==> src/rtl/mem_port_arbiter.sv <==
// rtl/mem_port_arbiter.sv - round-robin arbiter sharing one memory port between fetch and load/store
module mem_port_arbiter #(
  parameter int ADDR_W = 10,
  parameter int DATA_W = 32,
  parameter int RD_LAT = 1
) (
  input  logic              Clk,
  input  logic              Reset,
  input  logic              if_req,
  input  logic [31:0]       if_addr,
  output logic              if_gnt,
  output logic              if_rvalid,
  output logic [DATA_W-1:0] if_rdata,
  input  logic              d_req,
  input  logic              d_we,
  input  logic [31:0]       d_addr,
  input  logic [DATA_W-1:0] d_wdata,
  output logic              d_gnt,
  output logic              d_rvalid,
  output logic [DATA_W-1:0] d_rdata,
  output logic [ADDR_W-1:0] mem_addr,
  output logic [DATA_W-1:0] mem_data,
  output logic              mem_rden,
  output logic              mem_wren,
  input  logic [DATA_W-1:0] mem_readout
);

  typedef enum logic [1:0] {S_IDLE, S_ACCESS, S_WAIT, S_RESP} state_t;

  localparam logic [2:0] LAT = 3'(RD_LAT);

  state_t     state;
  logic [2:0] wait_cnt;
  logic       owner_d;   // 1: load/store owns the access in flight
  logic       is_write;
  logic       last_d;    // 1: load/store won the most recent contended pick
  logic       pick_valid;
  logic       pick_d;
  logic       contended;
  logic       unused_addr_bits;

  // Only the word-address bits reach the memory; byte offset and high bits are dropped
  assign unused_addr_bits = ^{if_addr, d_addr};

  // Choose the next owner whenever the port is in an arbitrating state
  always_comb begin
    contended  = if_req && d_req;
    pick_valid = ((state == S_IDLE) || (state == S_RESP)) && (if_req || d_req);
    pick_d     = contended ? !last_d : d_req;
  end

  // Port sequencing with all requester and memory outputs registered
  always_ff @(posedge Clk) begin
    if (Reset) begin
      state     <= S_IDLE;
      wait_cnt  <= 3'd0;
      owner_d   <= 1'b0;
      is_write  <= 1'b0;
      last_d    <= 1'b1;
      if_gnt    <= 1'b0;
      d_gnt     <= 1'b0;
      if_rvalid <= 1'b0;
      d_rvalid  <= 1'b0;
      mem_rden  <= 1'b0;
      mem_wren  <= 1'b0;
      mem_addr  <= '0;
      mem_data  <= '0;
      if_rdata  <= '0;
      d_rdata   <= '0;
    end else begin
      if_gnt    <= 1'b0;
      d_gnt     <= 1'b0;
      if_rvalid <= 1'b0;
      d_rvalid  <= 1'b0;
      mem_rden  <= 1'b0;
      mem_wren  <= 1'b0;
      case (state)
        S_IDLE, S_RESP: begin
          if (pick_valid) begin
            state   <= S_ACCESS;
            owner_d <= pick_d;
            if (contended) last_d <= pick_d;
            if (pick_d) begin
              d_gnt    <= 1'b1;
              mem_addr <= d_addr[ADDR_W+1:2];
              is_write <= d_we;
              mem_wren <= d_we;
              mem_rden <= !d_we;
              if (d_we) mem_data <= d_wdata;
            end else begin
              if_gnt   <= 1'b1;
              mem_addr <= if_addr[ADDR_W+1:2];
              is_write <= 1'b0;
              mem_rden <= 1'b1;
            end
          end else begin
            state <= S_IDLE;
          end
        end
        S_ACCESS: begin
          if (is_write) begin
            state <= S_IDLE;
          end else begin
            state    <= S_WAIT;
            wait_cnt <= LAT;
          end
        end
        S_WAIT: begin
          wait_cnt <= wait_cnt - 3'd1;
          if (wait_cnt == 3'd1) begin
            state <= S_RESP;
            if (owner_d) begin
              d_rdata  <= mem_readout;
              d_rvalid <= 1'b1;
            end else begin
              if_rdata  <= mem_readout;
              if_rvalid <= 1'b1;
            end
          end
        end
        default: state <= S_IDLE;
      endcase
    end
  end

endmodule
==> config.mk <==
export PLATFORM = sky130hd
export DESIGN_NAME = mem_port_arbiter
export DESIGN_NICKNAME = d
export VERILOG_FILES = /design/src/rtl/mem_port_arbiter.sv
export SDC_FILE = /design/constraint.sdc
export NUM_CORES = 1
export LEC_CHECK = 0
export BUFFER_PORTS_ARGS = -buffer_cell sky130_fd_sc_hd__buf_2
export CELL_PAD_IN_SITES_DETAIL_PLACEMENT = 1
export CELL_PAD_IN_SITES_GLOBAL_PLACEMENT = 2
export CORE_ASPECT_RATIO = 0.8
export CORE_MARGIN = 5
export CORE_UTILIZATION = 25
export CTS_BUF_LIST = sky130_fd_sc_hd__clkbuf_8
export DETAILED_ROUTE_END_ITERATION = 12
export HOLD_SLACK_MARGIN = 0.06
export PLACE_DENSITY = 0.78
export SKIP_CTS_REPAIR_TIMING = 1
export SLEW_MARGIN = 40
export SYNTH_ARGS = -nofsm -noshare
export SYNTH_HDL_FRONTEND = slang
export SYNTH_SLANG_ARGS = --single-unit
==> constraint.sdc <==
create_clock -name Clk -period 4.3 [get_ports Clk]
set_input_delay 0.86 -clock Clk [delete_from_list [all_inputs] [get_ports Clk]]
set_output_delay 0.86 -clock Clk [all_outputs]
set_load 0.02 [all_outputs]
==> run summary <==
run status -> finished clean
Critical Path Source Type -> primary input
HPWL after detailed placement -> 10.0 mm
source-to-sink clock delay at the later pin of the worst-skew pair -> 0.44 ns
number of cells in the finished layout apart from fillers -> 1001
sequence of cells on the critical path -> buf_2, a21boi_4, and3_4, mux2i_1
data arrival time of the critical path -> 2.37 ns
clock skew -> 0.0116 ns
count of final max-slew check failures -> 0
area share of the largest cell type after synthesis -> 0.507
average wire length per cell after detail routing -> 14.8 um
clock edge transition at the registers on the reported setup and hold paths -> 0.07 ns
count of endpoints failing setup in the final report -> 0
pre-CTS setup slack -> 1.80 ns
post-synthesis average cell area -> 8.64 um2
Max-cap violations -> 0
most common library cell in the layout ignoring fill and taps -> buf_2
Synth Area in Compound Gates -> 0.122
ratio of final minimum period to clock period -> 0.469
Hold Crit Start -> if_rdata[11]
Post-Synth Adder-Cell Area -> 0.0132
horizontal die dimension -> 164 um
share of power burned in combinational logic -> 0.117
beginning of the critical path -> if_req
layout cell share with drive strength beyond 1 -> 0.324
Post-Synthesis Cells -> 548
count of final hold-check violations -> 0
highest attainable clock frequency -> 0.495 GHz
largest net degree at the start of global routing -> 115
sort of element at the end of the critical path -> flip-flop
GR Util All Layers -> 0.135
antenna viol nets, final -> 0
cell family with most CP delay -> simple AND/OR/NAND/NOR gates
share of the core filled with cells -> 0.335
CTS buffer count -> 17
routed via count -> 4340
Leak Pwr -> 2.69 nW
Post-synth EDFFs -> 0
number of H-tree levels -> 4
buffers from clock root to sink, at most -> 2
dominant combinational cell family by area after synthesis -> simple AND/OR/NAND/NOR gates
via density per instance -> 4.34
type of the worst setup path -> in2reg
worst path setup slack after routing -> 2.28 ns
worst max-slew margin expressed relative to the limit -> 0.502
biggest area contributors in the synthesized netlist -> dfxtp_1 (51%), nand2_1 (11%), nand2b_1 (9.0%)
parity-gate share of the synthesized area counting xor and xnor cells -> 0.00185
wire length reported by the detailed router -> 14.8 mm
layout-stage area growth over the synthesis result -> 33.2%
CP max FO -> 32
total placed instance area -> 0.00592 mm2
count of TritonRoute iterations in the first routing pass -> 4
highest ir drop seen on vdd -> 0.159 mV
Total Die Area -> 0.0218 mm2
critical path buffer and inverter count -> 1
Internal Dissipation -> 1.80 mW
number of DRC markers after the initial detailed-route iteration -> 167
count of input and output buffers -> 200
number of warnings reported in the yosys synthesis log -> 0
final design instance area without fill -> 0.00631 mm2
antenna cells -> 0
TritonCTS clock tree -> built
total net switching power -> 0.676 mW
fin crit period -> 2.02 ns
proportion of synthesized area in mux cells -> 0.0676
standard cell core area -> 0.0188 mm2
Congestion Overflow GR -> 0
clock share of power -> 0.411
Hold Crit Depth -> 2
synthesis-stage register bit count -> 120
logic depth of the worst register-to-register path -> 6
# nets final -> 869
proportion of synthesized flip-flops having asynchronous set or reset -> 0
cell at the root of the clock tree -> clkbuf_8
actual transition at the worst max-transition pin -> 0.746 ns
total nets after synthesis -> 686
sequential fraction of the synthesis area -> 0.507
number of antenna violations at the first check in global routing -> 0
net switching fraction of the power -> 0.272
DRC Markers -> 0
Crit path depth -> 4
Clock Sink Count -> 120
Synth area leader -> dfxtp_1
first-pass GRT wire length -> 23.5 mm
slowest cell on the critical path -> and3_4
Worst Path Required -> 4.65 ns
Yosys cell types -> 34
Synth Flop Type -> dfxtp_1
Die Y -> 133 um
most used cells in the layout excluding fill and tap cells -> buf_2 (199), nand2_1 (141), dfxtp_1 (120), a21oi_1 (79), nand2b_1 (68)
setup repair after global routing missed its margin -> no
initial standard-cell utilization of the core -> 0.252
post-synthesis share of cell area spent on and, or, nand and nor gates -> 0.238
setup TNS -> 0 ns
Final Wtd Congestion -> 0.698
number of cells in the design after placement -> 970
Cell Rows -> 45
Boundary Pins -> 245
largest stage delay on the critical path -> 0.64 ns
path class of the lowest-slack min-delay path -> reg2reg
part of the power in registers -> 0.472
post-route total power -> 2.48 mW
synthesized area -> 0.00474 mm2
Final Hold Slack -> 0.453 ns
via count of the first global-routing pass -> 4462
power per cell area -> 393 mW/mm2
launching point of the worst reg2reg path -> state[0]
-- power by group through the flow --
stage | Sequential [mW] | Combinational [mW] | Clock [mW]
3_3_place_gp | 1.20 | 0.292 | 0
3_5_place_dp | 1.20 | 0.295 | 0
6_report | 1.17 | 0.290 | 1.02
2_1_floorplan | 1.23 | 0.141 | 0
5_1_grt | 1.18 | 0.322 | 1.12
4_1_cts | 1.17 | 0.296 | 1.07
-- cell families (layout without fill, tap and decap cells) --
logic type | after synthesis | in the layout
compound gates | 102 | 102
fa+ha+maj | 5 | 5
mux | 32 | 32
xor+xnor | 1 | 1
flops | 120 | 120
buf+inv | 48 | 243
simple gates | 240 | 240
-- Yosys cell counts, types with 3 or more instances --
master and n:
buf_6 4, nand2_1 141, nor2b_1 3, nand2b_1 68, mux2i_1 32, nor2_1 13, a21oi_1 79, buf_2 13
dfxtp_1 120, a211oi_1 11, nand3_1 3, ha_1 5, inv_1 6, buf_4 3, clkbuf_1 21
-- final timing paths --
check,endpoint,slack [ns]
setup / recovery,mem_data[26],2.28
hold / removal,if_rdata[11],0.45
setup reg to reg,if_rdata[14],2.39
hold reg to reg,if_rdata[11],0.45
-- layout make-up --
| type | count | area [um2] |
|---|---|---|
| multi-input cells | 380 | 2120 |
| inverters | 6 | 22.5 |
| repair buffers | 206 | 1050 |
| flip-flops and latches | 120 | 2400 |
| clock buffers | 19 | 262 |
| clock inverters | 12 | 126 |
| well taps | 258 | 323 |
| fillers | 2335 | 12500 |
-- worst register-to-register path: stages, from the launching register on --
cell and delay (ns):
dfxtp_1 0.32, inv_1 0.09, ha_1 0.42, nor4bb_4 0.35
buf_4 0.41, nand2_1 0.11, a21oi_1 0.13
-- registers in the layout, summed over array words and instances, names as in the netlist --
register / cells
mem_wren: 1
if_rvalid: 1
if_rdata: 32
d_gnt: 1
mem_data: 32
mem_addr: 10
is_write: 1
wait_cnt: 3
d_rdata: 32
owner_d: 1
state: 2
d_rvalid: 1
last_d: 1
if_gnt: 1
mem_rden: 1
-- per-layer routing --
layer / part of all wire / up-vias / GRT usage / routed length, um
met5: 0 / - / 0 / 0
met3: 0.062 / 15 / 0.0458 / 912
met2: 0.45 / 116 / 0.215 / 6730
met4: 0.014 / 0 / 0.0452 / 203
li1: - / 2157 / - / -
met1: 0.47 / 2052 / 0.171 / 6980
(Power assumes the default switching activity.)
